File: config.mk
export PLATFORM = sky130hd
export DESIGN_NAME = uart_tx_arbiter_flat
export DESIGN_NICKNAME = d
export VERILOG_FILES = /design/src/rtl/uart_tx_arbiter_if.sv /design/src/rtl/uart_tx_arbiter.sv /design/src/flat_wrapper.sv
export SDC_FILE = /design/constraint.sdc
export NUM_CORES = 1
export LEC_CHECK = 0
export CELL_PAD_IN_SITES_DETAIL_PLACEMENT = 1
export CELL_PAD_IN_SITES_GLOBAL_PLACEMENT = 1
export CORE_UTILIZATION = 26
export CTS_CLUSTER_SIZE = 40
export DETAILED_ROUTE_END_ITERATION = 8
export GPL_ROUTABILITY_DRIVEN = 0
export GPL_TIMING_DRIVEN = 0
export PLACE_DENSITY = 0.82
export SYNTH_ARGS = -nofsm -noshare
export SYNTH_HDL_FRONTEND = slang
export SYNTH_SLANG_ARGS = --single-unit
File: constraint.sdc
create_clock -name clk -period 2.2 [get_ports clk]
set_clock_uncertainty 0.1 [all_clocks]
set_input_delay 0.44 -clock clk [delete_from_list [all_inputs] [get_ports clk]]
set_output_delay 0.44 -clock clk [all_outputs]
set_load 0.03 [all_outputs]
File: src/rtl/uart_tx_arbiter_if.sv
// Handshake bundle between the byte-stream requesters/UART and the TX arbiter.
// The slave modport is the arbiter; master is the requester and UART side.
interface uart_tx_arbiter_if #(
  parameter int unsigned kNumPorts = 4
) ();
  localparam int unsigned kIdW = $clog2(kNumPorts);

  logic [8*kNumPorts-1:0] req_data;
  logic [kNumPorts-1:0]   req_valid;
  logic [kNumPorts-1:0]   req_last;
  logic [kNumPorts-1:0]   req_ready;
  logic [7:0]             tx_data;
  logic                   tx_valid;
  logic                   tx_ready;
  logic [kIdW-1:0]        grant_id;
  logic                   busy;

  modport master (
    output req_data, req_valid, req_last, tx_ready,
    input  req_ready, tx_data, tx_valid, grant_id, busy
  );

  modport slave (
    input  req_data, req_valid, req_last, tx_ready,
    output req_ready, tx_data, tx_valid, grant_id, busy
  );
endinterface

File: src/rtl/uart_tx_arbiter.sv
// Round-robin arbiter sharing one UART TX channel among byte-stream requesters.
// A grant is held for a whole packet or kMaxBurst bytes, whichever ends first.
module uart_tx_arbiter #(
  parameter int unsigned kNumPorts = 4,
  parameter int unsigned kMaxBurst = 64
) (
  input logic               clk,
  input logic               rst,
  uart_tx_arbiter_if.slave  bus_io
);
  localparam int unsigned kIdW = $clog2(kNumPorts);

  typedef enum logic {StIdle, StSend} state_e;

  state_e          state_q;
  logic [kIdW-1:0] grant_id_q;
  logic [kIdW-1:0] last_grant_q;
  logic [7:0]      byte_cnt_q;

  logic [kIdW-1:0] sel;
  logic            xfer;
  logic            rel_now;

  function automatic logic [kIdW-1:0] wrap_idx(input int unsigned v);
    return kIdW'(v % kNumPorts);
  endfunction

  // Scan downward so the nearest valid port after last_grant wins.
  always_comb begin
    sel = '0;
    for (int unsigned off = kNumPorts; off != 0; off--) begin
      if (bus_io.req_valid[wrap_idx(32'(last_grant_q) + off)]) begin
        sel = wrap_idx(32'(last_grant_q) + off);
      end
    end
  end

  always_comb begin
    bus_io.tx_data   = '0;
    bus_io.tx_valid  = 1'b0;
    bus_io.req_ready = '0;
    if (state_q == StSend) begin
      bus_io.tx_data               = bus_io.req_data[{grant_id_q, 3'b000} +: 8];
      bus_io.tx_valid              = bus_io.req_valid[grant_id_q];
      bus_io.req_ready[grant_id_q] = bus_io.tx_ready;
    end
  end

  assign xfer    = bus_io.tx_valid && bus_io.tx_ready;
  assign rel_now = xfer && (bus_io.req_last[grant_id_q] || (byte_cnt_q == 8'(kMaxBurst - 1)));

  assign bus_io.busy     = (state_q == StSend);
  assign bus_io.grant_id = grant_id_q;

  always_ff @(posedge clk) begin
    if (rst) begin
      state_q      <= StIdle;
      grant_id_q   <= '0;
      last_grant_q <= kIdW'(kNumPorts - 1);
      byte_cnt_q   <= '0;
    end else begin
      unique case (state_q)
        StIdle: begin
          if (|bus_io.req_valid) begin
            grant_id_q <= sel;
            byte_cnt_q <= '0;
            state_q    <= StSend;
          end
        end
        StSend: begin
          if (xfer) begin
            byte_cnt_q <= byte_cnt_q + 8'd1;
            // Forced release leaves req_last pending; the port re-arbitrates.
            if (rel_now) begin
              state_q      <= StIdle;
              last_grant_q <= grant_id_q;
            end
          end
        end
        default: state_q <= StIdle;
      endcase
    end
  end
endmodule

File: src/flat_wrapper.sv
// flat-port wrapper written by rule: the top's interface ports become plain ports
module uart_tx_arbiter_flat 
#(
  parameter int unsigned kNumPorts = 4,
  parameter int unsigned kMaxBurst = 64
)
  (clk, rst, bus_io_req_data, bus_io_req_valid, bus_io_req_last, bus_io_tx_ready, bus_io_req_ready, bus_io_tx_data, bus_io_tx_valid, bus_io_grant_id, bus_io_busy);
  uart_tx_arbiter_if #(.kNumPorts(kNumPorts)) bus_io_i ();
  input logic clk;
  input logic rst;
  input wire logic [$bits(bus_io_i.req_data)-1:0] bus_io_req_data;
  input wire logic [$bits(bus_io_i.req_valid)-1:0] bus_io_req_valid;
  input wire logic [$bits(bus_io_i.req_last)-1:0] bus_io_req_last;
  input wire logic [$bits(bus_io_i.tx_ready)-1:0] bus_io_tx_ready;
  output wire logic [$bits(bus_io_i.req_ready)-1:0] bus_io_req_ready;
  output wire logic [$bits(bus_io_i.tx_data)-1:0] bus_io_tx_data;
  output wire logic [$bits(bus_io_i.tx_valid)-1:0] bus_io_tx_valid;
  output wire logic [$bits(bus_io_i.grant_id)-1:0] bus_io_grant_id;
  output wire logic [$bits(bus_io_i.busy)-1:0] bus_io_busy;
  assign bus_io_i.req_data = bus_io_req_data;
  assign bus_io_i.req_valid = bus_io_req_valid;
  assign bus_io_i.req_last = bus_io_req_last;
  assign bus_io_i.tx_ready = bus_io_tx_ready;
  assign bus_io_req_ready = bus_io_i.req_ready;
  assign bus_io_tx_data = bus_io_i.tx_data;
  assign bus_io_tx_valid = bus_io_i.tx_valid;
  assign bus_io_grant_id = bus_io_i.grant_id;
  assign bus_io_busy = bus_io_i.busy;
  uart_tx_arbiter #(.kNumPorts(kNumPorts), .kMaxBurst(kMaxBurst)) u_core (.clk(clk), .rst(rst), .bus_io(bus_io_i));
endmodule
---- Word level (Yosys, flattened, before mapping) ----
Cells that the tools add are included.
word-level totals
  bits in registers ....................... 13
  input bits .............................. 43
operators by class
  add/subtract/negate cells ............... 5
  order comparisons ....................... 6
  eq/ne operators ......................... 3
  shift operators ......................... 1
  multiplexer cells ....................... 28
  bitwise gates (word level) .............. 2
  reductions and logical operators ........ 8
operators by type and width
  kind                 number
  $shiftx 32x6->8      1
  $mux 8               3
  $pmux 8 s2           1
  $lt 2x3->1 const B   5
  $bmux 1 s2           6
  $mux 1               11
  $add 8x1->8 const B  1
  $eq 8x6->1 const B   1
  $mux 2               4
  $add 2x1->2 const B  2
  $add 2x2->2 const B  2
  $and 4x4->4          1
  $mux 4               1
  $reduce_and 2->1     2
  $reduce_or 4->1      1
  $logic_and 1x1->1    3
  $reduce_and 3->1     1
  $demux 1 s2          1
  $ge 2x1->1 const B   1
  $ne 2x1->1 const B   1
  $ne 2x2->1 const B   1
  $pmux 1 s2           1
  $logic_or 1x1->1     1
  $not 1->1            1

---- Longest topological paths before layout ----
Gate-level depths: netlist of the first run.
  depth in word-level cells ............... 8
  mapped depth ............................ 6

---- Worst setup path before layout of the first run ----
No wires, ideal clock.
  kind .................................... register to output
  start point ............................. reg u_core.grant_id_q[0], in the netlist u_core.bus_io.grant_id[0]
  end point ............................... out bus_io_tx_data[3]
  data arrival time ....................... 1.854 ns
  required time ........................... 1.660 ns
  path slack .............................. -0.194 ns
  stages on the path, launching flop included .. 5
  path buffers ............................ 2
  cell sequence ........................... dfxtp_1 > buf_6 > clkbuf_1 > mux4_2 > and2_1
on the way
  longest elaborated chain between the ends .. 2
RTL lines
  item                    RTL line               RTL
  start, declared         uart_tx_arbiter.sv:16  logic [kIdW-1:0] grant_id_q;
  start signal, assigned  uart_tx_arbiter.sv:65  grant_id_q <= sel;
  $shiftx 32x6->8         uart_tx_arbiter.sv:43  bus_io.tx_data = bus_io.req_data[{grant_id_q, 3'b000} +: 8];
  $mux 8                  uart_tx_arbiter.sv:42  if (state_q == StSend) begin
  end, declared           flat_wrapper.sv:16     output wire logic [$bits(bus_io_i.tx_data)-1:0] bus_io_tx_data;
No other way between the ends.

---- Final worst setup path of the first run ----
  start point ............................. reg u_core.grant_id_q[0], in the netlist u_core.bus_io.grant_id[0]
  end point ............................... reg u_core.byte_cnt_q[7]
on the way
  longest elaborated chain between the ends .. 6
RTL lines
  item                               RTL line               RTL
  $bmux 1 s2                         uart_tx_arbiter.sv:44  bus_io.tx_valid = bus_io.req_valid[grant_id_q];
  $mux 1 (not written as such)       uart_tx_arbiter.sv:44
  $mux 1                             uart_tx_arbiter.sv:42
  $logic_and 1x1->1                  uart_tx_arbiter.sv:49  assign xfer = bus_io.tx_valid && bus_io.tx_ready;
  $ne 2x2->1 (no source line)        --
  $reduce_and 2->1 (no source line)  --
  end signal, assigned               uart_tx_arbiter.sv:72  byte_cnt_q <= byte_cnt_q + 8'd1;
  end, declared                      uart_tx_arbiter.sv:18  logic [7:0] byte_cnt_q;
No other way between the ends. The select of a mux whose other input is x is not followed.
A chain may end at the register's enable or synchronous reset.

==> flow_summary.ini, run 1 <==
[detailed_routing]
detail_route.vias_per_cell = 5.18
num_vias = 1212
totalWireLength_um = 4240
avgRoutedWirePerCell_um = 18.1
drt-pass1-iter-count = 4
detail-route-antenna-nets = 0
drc_violations_left = 0
detailedRoute.firstIterationViolations = 65

[clock_tree]
ctsHtreeMaxLevel = 1
clock-sinks = 13
cts-buffers-inserted = 3
ctsRootBufferMaster = sky130_fd_sc_hd__clkbuf_8
worst_skew_pair.late_latency_ns = 0.25
clk_path_buf_depth = 2
tritoncts_clock_tree = built
ctsHoldBuffers = 0
cts.reportedPaths.clkPinSlew_ns = 0.05

[run_status]
run_status = finished, violations left
failed_checks = setup timing

[floorplanning]
floorplan.core_area_sq_um = 3720
start_util_pct = 27.3
die_ht_um = 64.5
design.portCount = 59
die_w_um = 64.5
die_area_sq_um = 4160
rows = 22

[placed_design]
dpl_cell_area_sq_um = 1660
dp_hpwl_um = 2960
numPortBuffers = 58
preCtsSetupSlack_ns = -0.528

[global_routing]
grt-ovfl-total = 0
global_route.usage.total_pct = 19.4
grt_start_max_net_pins = 11
grt_first_pass_wirelength_um = 6110
grt_pass1_vias = 1294
antenna_violations_before_repair = 0

[synthesis]
netlist_instances = 112
syn_avg_cell_area_sq_um = 9.07
postSynth.topFlopCell = sky130_fd_sc_hd__dfxtp_1
synthDistinctLibCells = 38
ys_ff_latch = 13
number_of_synthesized_flops_with_an_enable_pin = 0
synth_sequential_area_ratio_pct = 25.6
synthesis.nets = 156
syn-cell-area_sq_um = 1020
synth-async-reset-ratio_pct = 0
yosys_warnings = 0

[hold_path]
hold_path_depth = 2
hold_path_startpoint = u_core.byte_cnt_q[5]$_SDFFE_PP0P_
min-delay-path-class = reg2reg
worst_hold_path.endpoint = u_core.byte_cnt_q[5]$_SDFFE_PP0P_

[pwr]
power.internal_w = 0.000685
combinational_fraction_of_design_power_pct = 53.8
share_of_power_burned_in_registers_pct = 25.3
p_total_w = 0.00105
leakage_nw = 0.749
power_switching_w = 0.000366
power.density_nw_per_um2 = 554
power.share.switching_pct = 34.8
irDropWorstVdd_mv = 0.254
part_of_the_total_power_dissipated_in_the_clock_network_pct = 21.0

[worst_setup_path]
crit_path_cell_trace = buf_8, buf_4, buf_4, mux2_4, a222oi_1, buf_4, buf_4, or3_1, a21oi_1
timing.critical_path.from_type = register
critical_path_data_required_time_ns = 2.23
arrival_time_worst_endpoint_ns = 2.28
crit_slowest_cell = sky130_fd_sc_hd__a222oi_1
reg2regPathDepth = 9
cp_top_family = buffers and inverters
crit-reg2reg-capture = u_core.byte_cnt_q[7]$_SDFFE_PP0P_
critical_path_buf_inv_count = 5
critical-path-top-cell-by-count = sky130_fd_sc_hd__buf_4
critical_path.max_stage_delay_ns = 0.42
critical_path.endpoint_type = register
setup.worst_path.class = reg2reg
reg2reg_setup_slack_ns = -0.04
worst_r2r_startpoint = u_core.bus_io.grant_id[0]$_SDFFE_PP0P_
timing.critical_path.fanout_max = 5

[layout]
syn2layout_area_growth_pct = 86.6
utilization_pct = 51.0
num-nets-final = 231
diodes = 0
layout-drive-gt1-share_pct = 32.8
layout.cell_area.non_filler_sq_um = 1900

[timing]
fin_ws_ns = -0.0428
grt_setup_unrepaired = true
timing.slew.headroom_pct = 65.8
setup_viol_count_final = 6
final.min_clock_period_ns = 2.24
slew_viol_final = 0
post_route_clock_period_utilization_pct = 102
final_hold_viol_count = 0
max_clock_freq_mhz = 446
fin_tns_setup_ns = -0.0973
worst_pin_slew_ns = 0.512

[job]
max_cap_viol_count = 0
[flip-flops by register name (all words and copies together), names as in the netlist]
name,flops
u_core.bus_io.busy,1
u_core.bus_io.grant_id,2
u_core.last_grant_q,2
u_core.byte_cnt_q,8
[cell families after synthesis]
kind of cell	after synthesis	synth area share [%]
buf+inv	11	5.30
compound gates	26	15.5
simple gates	46	25.9
flops	13	25.6
mux	15	26.5
fa+ha+maj	1	1.23
[area by class of cell]
type                       instances  area, sq um
buffer                             6         73.8
multi-input combinational         88          758
sequential                        13          262
clock buffer                       4         45.0
inverter                           5         18.8
fill                             430         1820
tap                               48         60.1
timing repair buffer              70          678
[per-stage QoR]
stage	hold slack [ns]	std cells
3_5_place_dp	0.402	218
2_1_floorplan	0.359	112
4_1_cts	0.409	231
6_report	0.404	234
3_3_place_gp	0.369	218
5_1_grt	0.444	234
[cell usage in the layout, fill, tap and decap left out, drive strengths merged, types with 6 or more instances in the layout]
cell,Yosys,layout
clkdlybuf4s50,0,41
buf,3,24
dfxtp,13,13
a21oi,10,10
nor2,10,10
and2,10,10
mux4,9,9
clkbuf,3,8
nand2,6,6
o21ai,6,6
[Yosys cell counts, drive strengths merged, types with 2 or more instances]
cell / count / area share [%]
nand2: 6 / 2.2
mux2: 2 / 2.6
a21oi: 10 / 4.9
clkbuf: 3 / 1.1
inv: 5 / 1.8
dfxtp: 13 / 26
and2: 10 / 6.2
or4: 2 / 1.8
buf: 3 / 2.3
o22ai: 2 / 1.2
or3: 5 / 3.1
and4: 2 / 1.7
nor2: 10 / 3.7
nand2b: 3 / 1.8
mux4: 9 / 20
mux2i: 4 / 3.9
nor2b: 2 / 1.2
o21ai: 6 / 3.0
[tightest hold or removal path: stages (launching register included)]
cell	delay (ns)
sky130_fd_sc_hd__dfxtp_1	0.32
sky130_fd_sc_hd__o21ai_1	0.07
sky130_fd_sc_hd__a21oi_1	0.06
[worst max-delay path by stage]
stage	depth (start not counted)	end	start	slack [ns]
2_1_floorplan	3	bus_io_tx_valid	u_core.bus_io.grant_id[1]$_SDFFE_PP0P_	0.002
6_report	9	u_core.byte_cnt_q[7]$_SDFFE_PP0P_	u_core.bus_io.grant_id[0]$_SDFFE_PP0P_	-0.04
5_1_grt	9	u_core.byte_cnt_q[7]$_SDFFE_PP0P_	u_core.bus_io.grant_id[0]$_SDFFE_PP0P_	-0.11
4_1_cts	5	bus_io_tx_data[3]	u_core.bus_io.grant_id[0]$_SDFFE_PP0P_	-0.004
3_5_place_dp	6	u_core.byte_cnt_q[2]$_SDFFE_PP0P_	bus_io_req_valid[1]	-0.53
3_3_place_gp	6	u_core.byte_cnt_q[2]$_SDFFE_PP0P_	bus_io_req_valid[0]	-0.48
[metal layers]
layer  track usage, %  share of wire [%]  wire length, um
met1             20.7                 40             1680
met3             2.99                2.8              120
met5                0                  0                0
met4             8.33                1.4               59
met2             37.1                 56             2380
[repair_timing]
action	CTS	global route
buffers inserted	8	3
pin swaps	1	2
resized for setup	80	27
setup endpoints to repair	21	18
cloned	1	0
endpoints found under the hold margin	0	0
[power groups by stage]
stage                     clock (W)  combinational, W  sequential [W]
after floorplan                   0          0.000241        0.000281
after global placement            0          0.000441        0.000268
after detailed placement          0          0.000453        0.000269
after CTS                  0.000221          0.000512        0.000265
after global routing       0.000241          0.000596        0.000267
final                      0.000220          0.000565        0.000265
Power figures use the tool's default switching activity.
==> inputs of run 2 (changes only) <==
Settings changed: CORE_UTILIZATION 26 to 24, PLACE_DENSITY 0.82 to 0.79.
Clock period 2.2 ns to 2 ns, I/O delays scaled along.
==> run 2 against run 1 <==
- the run still ends with setup timing left
- final cell count fell by 0.85%
- sequential share of layout area rose by 0.67 points
- critical path depth fell by 5
- register-to-register slack improved by 0.12 ns
- largest cell class unchanged
- count of clock-buffer cells in the layout did not move
- wire length fell by 2.9%
==> flow_summary.ini, run 2 (synthesis results as in run 1) <==
[layout]
largest_register = u_core.byte_cnt_q
largest_register_ffs = 8
layout-drive-gt1-share_pct = 30.8
final_cell_mix = 26 x sky130_fd_sc_hd__clkdlybuf4s50_1, 17 x sky130_fd_sc_hd__dlygate4sd2_1, 11 x sky130_fd_sc_hd__dfxtp_1
syn2layout_area_growth_pct = 80.5
diodes = 0
register_area_sq_um = 265
final_common_cell = sky130_fd_sc_hd__clkdlybuf4s50_1
num-nets-final = 227
fillers = 468
utilization_pct = 45.5
multiInputGateArea_sq_um = 741

[floorplanning]
design.portCount = 59
die_ht_um = 67.1
start_util_pct = 25.2
floorplan.core_area_sq_um = 4030
die_area_sq_um = 4500
die_w_um = 67.1
rows = 23

[pwr]
power_switching_w = 0.000382
irDropWorstVdd_mv = 0.402
power.internal_w = 0.000732
power.share.switching_pct = 34.3
p_total_w = 0.00111
combinational_fraction_of_design_power_pct = 52.4
leakage_nw = 0.737
power.density_nw_per_um2 = 607
part_of_the_total_power_dissipated_in_the_clock_network_pct = 20.9
share_of_power_burned_in_registers_pct = 26.7

[detailed_routing]
detailedRoute.firstIterationViolations = 26
detail-route-antenna-nets = 0
totalWireLength_um = 4120
drc_violations_left = 0
drt-pass1-iter-count = 4
detail_route.vias_per_cell = 5.06
avgRoutedWirePerCell_um = 17.8
num_vias = 1173

[worst_setup_path]
arrival_time_worst_endpoint_ns = 1.59
timing.critical_path.fanout_max = 5
worst_r2r_startpoint = u_core.bus_io.grant_id[0]$_SDFFE_PP0P_
crit-reg2reg-capture = u_core.byte_cnt_q[4]$_SDFFE_PP0P_
reg2reg_setup_slack_ns = 0.08
reg2regPathDepth = 7
timing.critical_path.from_type = register
critical_path.endpoint_type = output port
critical_path.endpoint = bus_io_tx_data[6]
setup.worst_path.class = reg2out
critical_path_data_required_time_ns = 1.50
worst_setup_path_startpoint = u_core.bus_io.grant_id[0]$_SDFFE_PP0P_

[clock_tree]
tritoncts_clock_tree = built
ctsHtreeMaxLevel = 1
cts.reportedPaths.clkPinSlew_ns = 0.05
worst_skew_pair.late_latency_ns = 0.25
clk_path_buf_depth = 2
ctsRootBufferMaster = sky130_fd_sc_hd__clkbuf_8
cts-buffers-inserted = 3
clock-sinks = 13

[global_routing]
grt_start_max_net_pins = 11
global_route.usage.total_pct = 18.0
antenna_violations_before_repair = 0
grt-ovfl-total = 0
grt_pass1_vias = 1220
grt_first_pass_wirelength_um = 5910

[timing]
timing.slew.headroom_pct = 62.4
worst_pin_slew_ns = 0.564
fin_ws_ns = -0.0855
final_hold_viol_count = 0
max_clock_freq_mhz = 480
final.min_clock_period_ns = 2.09
setup_viol_count_final = 8
grt_setup_unrepaired = true
slew_viol_final = 0
post_route_clock_period_utilization_pct = 104

[run_status]
failed_checks = setup timing
run_status = finished, violations left

[job]
max_cap_viol_count = 0

[placed_design]
numPortBuffers = 58
dp_hpwl_um = 3180

[hold_path]
min-delay-path-class = reg2reg
[run 2: worst min path at each step]
stage                                      startpoint                                end  slack, ns  depth (start not counted)
global placement    u_core.byte_cnt_q[5]$_SDFFE_PP0P_  u_core.byte_cnt_q[5]$_SDFFE_PP0P_       0.37                          2
finish              u_core.byte_cnt_q[5]$_SDFFE_PP0P_  u_core.byte_cnt_q[5]$_SDFFE_PP0P_       0.40                          2
CTS                 u_core.byte_cnt_q[4]$_SDFFE_PP0P_  u_core.byte_cnt_q[4]$_SDFFE_PP0P_       0.42                          2
global route        u_core.byte_cnt_q[4]$_SDFFE_PP0P_  u_core.byte_cnt_q[4]$_SDFFE_PP0P_       0.43                          2
detailed placement  u_core.byte_cnt_q[4]$_SDFFE_PP0P_  u_core.byte_cnt_q[4]$_SDFFE_PP0P_       0.40                          2
floorplan           u_core.byte_cnt_q[5]$_SDFFE_PP0P_  u_core.byte_cnt_q[5]$_SDFFE_PP0P_       0.36                          2
[run 2: routing by layer]
metal | share of wire (%) | up-vias | global-route usage (%)
met5 | 0 | - | 0
met4 | 1.2 | 0 | 5.59
met3 | 3.1 | 4 | 1.71
met2 | 61 | 21 | 37.1
met1 | 34 | 587 | 18.2
li1 | - | 561 | -
[run 2: area by class of cell]
cell class	instances	share of cell area, %
buffer	5	3.21
clock buffer	4	2.46
inverter	5	1.02
multi-input combinational	88	40.4
sequential	13	14.5
tap	50	3.41
timing repair buffer	67	35.1
[run 2: power by group through the flow]
| stage | clock network (W) | logic (W) | registers, W |
|---|---|---|---|
| CTS | 0.000238 | 0.000565 | 0.000297 |
| floorplan | 0 | 0.000270 | 0.000309 |
| global placement | 0 | 0.000489 | 0.000295 |
| detailed placement | 0 | 0.000507 | 0.000297 |
| finish | 0.000233 | 0.000583 | 0.000297 |
| global route | 0.000251 | 0.000620 | 0.000300 |
[run 2: critical path: stages (launching register included)]
cell                        delay [ns]
sky130_fd_sc_hd__dfxtp_4          0.38
sky130_fd_sc_hd__clkbuf_16        0.15
sky130_fd_sc_hd__mux4_2           0.49
sky130_fd_sc_hd__and2_4           0.18
sky130_fd_sc_hd__buf_6            0.13
[run 2: timing repair]
action | CTS | global route
hold buffers | 0 | 0
pin swaps | 3 | 3
resized for setup | 107 | 9
endpoints found under the setup margin | 21 | 17
gates cloned | 0 | 1
setup buffers | 7 | 1
hold endpoints to repair | 0 | 0
[run 2: metrics by stage]
step           cells  setup TNS (ns)  instance area [sq um]  hold WS [ns]  worst slack, ns
5_1_grt          232          -0.996                   1830         0.434           -0.130
2_1_floorplan    112               0                   1030         0.359          0.00394
3_3_place_gp     220          -11.18                   1670         0.369           -0.671
6_report         232          -0.545                   1830         0.404          -0.0855
3_5_place_dp     220          -12.62                   1670         0.403           -0.767
4_1_cts          230          -0.528                   1800         0.415          -0.0843
==> inputs of run 3 (changes only) <==
Settings changed: GPL_TIMING_DRIVEN 0 to unset.
==> run 3 against run 2 <==
- the run still ends with setup timing left
- critical path depth unchanged
- die area did not move
- cell area is 2.3% higher
- first-iteration DRC count down 12%
- sequential share of layout area decreased by 0.26 points
- worst hold slack worse by 0.0070 ns
- clock power fell by 3%
- non-clock buffer count is 8 higher
- flip-flop and latch count unchanged
- largest cell class unchanged
==> flow_summary.ini, run 3 (synthesis results as in run 1) <==
[worst_setup_path]
timing.critical_path.from_type = register
critical_path.endpoint_type = output port
critical_path_data_required_time_ns = 1.50
setup.worst_path.class = reg2out
worst_r2r_startpoint = u_core.bus_io.grant_id[0]$_SDFFE_PP0P_
critical_path.max_stage_delay_ns = 0.49
crit_path_cell_trace = buf_12, mux4_2, and2_4, buf_6
timing.critical_path.fanout_max = 5
critical_path.endpoint = bus_io_tx_data[3]
crit-reg2reg-capture = u_core.byte_cnt_q[7]$_SDFFE_PP0P_
worst_setup_path_startpoint = u_core.bus_io.grant_id[0]$_SDFFE_PP0P_
crit_slowest_cell = sky130_fd_sc_hd__mux4_2
reg2reg_setup_slack_ns = 0.05
reg2regPathDepth = 7
arrival_time_worst_endpoint_ns = 1.55

[layout]
final_common_cell = sky130_fd_sc_hd__dlygate4sd2_1
num-nets-final = 235
layout-drive-gt1-share_pct = 35.8
syn2layout_area_growth_pct = 84.7
final_cell_mix = 37 x sky130_fd_sc_hd__dlygate4sd2_1, 22 x sky130_fd_sc_hd__buf_4, 12 x sky130_fd_sc_hd__buf_6
utilization_pct = 46.6
largest_register_ffs = 8
largest_register = u_core.byte_cnt_q

[floorplanning]
rows = 23
die_ht_um = 67.1
start_util_pct = 25.2
floorplan.core_area_sq_um = 4030
design.portCount = 59
die_area_sq_um = 4500
die_w_um = 67.1

[global_routing]
grt_start_max_net_pins = 13
grt_pass1_vias = 1205
global_route.usage.total_pct = 18.1
grt_first_pass_wirelength_um = 5940
grt-ovfl-total = 0
antenna_violations_before_repair = 0

[timing]
max_clock_freq_mhz = 487
slew_viol_final = 0
final_hold_viol_count = 0
post_route_clock_period_utilization_pct = 103
grt_setup_unrepaired = true
fin_ws_ns = -0.0534
worst_pin_slew_ns = 0.336
setup_viol_count_final = 8
final.min_clock_period_ns = 2.05
finalHoldWorstSlack_ns = 0.397
timing.slew.headroom_pct = 77.6

[job]
max_cap_viol_count = 0

[detailed_routing]
drt-pass1-iter-count = 4
avgRoutedWirePerCell_um = 16.9
detail_route.vias_per_cell = 5.03
drc_violations_left = 0
num_vias = 1213
detailedRoute.firstIterationViolations = 23
totalWireLength_um = 4070
detail-route-antenna-nets = 0

[clock_tree]
ctsHtreeMaxLevel = 1
worst_skew_pair.late_latency_ns = 0.24
ctsRootBufferMaster = sky130_fd_sc_hd__clkbuf_8
clk_path_buf_depth = 2
clock-sinks = 13
ctsHoldBuffers = 0
cts.reportedPaths.clkPinSlew_ns = 0.05
tritoncts_clock_tree = built
cts-buffers-inserted = 3

[hold_path]
min-delay-path-class = reg2reg

[placed_design]
numPortBuffers = 58
dp_hpwl_um = 3210

[pwr]
irDropWorstVdd_mv = 0.389
leakage_nw = 0.837
power.density_nw_per_um2 = 591

[run_status]
failed_checks = setup timing
run_status = finished, violations left
-- run 3: changes by cell type in the layout (fill, tap and decap cells not counted), sizes merged --
| cell | change |
|---|---|
| diode | +1 |
| clkdlybuf4s15 | -5 |
| dlymetal6s2s | +2 |
| clkbuf | -2 |
| dlygate4sd2 | +20 |
| buf | +14 |
| clkdlybuf4s50 | -21 |
-- run 3: area by class of cell --
cell class	count	area, sq um
clock buffers	4	45.0
well taps	50	62.6
repair buffers	80	732
diodes	1	2.50
multi-input cells	88	749
fillers	476	2150
flip-flops and latches	13	267
inverters	5	18.8
-- run 3: repair_timing --
action                                  4_1_cts  5_1_grt
pin swaps                                     2        2
gates cloned                                  1        0
endpoints found under the setup margin       17       21
gates resized for setup                     111        9
buffers inserted                              5        0
-- run 3: worst max-delay path: cells and delay by family (launching register included) --
kind          cells  cell delay [ns]
buf+inv           2             0.25
simple gates      1             0.17
flops             1             0.39
mux               1             0.49
-- run 3: worst min path at each step --
stage	startpoint	end	cells past startpoint
2_1_floorplan	u_core.byte_cnt_q[5]$_SDFFE_PP0P_	u_core.byte_cnt_q[5]$_SDFFE_PP0P_	2
3_3_place_gp	u_core.byte_cnt_q[5]$_SDFFE_PP0P_	u_core.byte_cnt_q[5]$_SDFFE_PP0P_	2
3_5_place_dp	u_core.byte_cnt_q[7]$_SDFFE_PP0P_	u_core.byte_cnt_q[7]$_SDFFE_PP0P_	2
4_1_cts	u_core.byte_cnt_q[5]$_SDFFE_PP0P_	u_core.byte_cnt_q[5]$_SDFFE_PP0P_	2
5_1_grt	u_core.byte_cnt_q[4]$_SDFFE_PP0P_	u_core.byte_cnt_q[4]$_SDFFE_PP0P_	2
6_report	u_core.byte_cnt_q[5]$_SDFFE_PP0P_	u_core.byte_cnt_q[5]$_SDFFE_PP0P_	2
-- run 3: where the power goes --
group	internal (W)	switching [W]	total [W]	leakage (nW)
clock	0.000140	0.0000866	0.000227	0.0228
combinational	0.000314	0.000262	0.000576	0.708
sequential	0.000275	0.0000311	0.000306	0.107
-- run 3: routing by layer --
| metal | share of wire [%] | GRT usage (%) | vias up |
|---|---|---|---|
| met5 | 0 | 0 | - |
| met4 | 2.2 | 7.18 | 0 |
| met3 | 4.0 | 3.08 | 8 |
| met1 | 35 | 19.7 | 598 |
| met2 | 58 | 33.9 | 29 |
| li1 | - | - | 578 |
-- run 3: per-stage QoR --
| stage | instances | cell area, sq um | total power, W | worst slack [ns] | TNS (ns) |
|---|---|---|---|---|---|
| floorplan | 112 | 1030 | 0.000579 | 0.00394 | 0 |
| global placement | 230 | 1740 | 0.000798 | -0.530 | -6.25 |
| finish | 241 | 1880 | 0.00111 | -0.0534 | -0.319 |
| global route | 240 | 1870 | 0.00117 | -0.104 | -0.920 |
| detailed placement | 230 | 1740 | 0.000818 | -0.567 | -6.99 |
| CTS | 240 | 1850 | 0.00111 | -0.0570 | -0.370 |
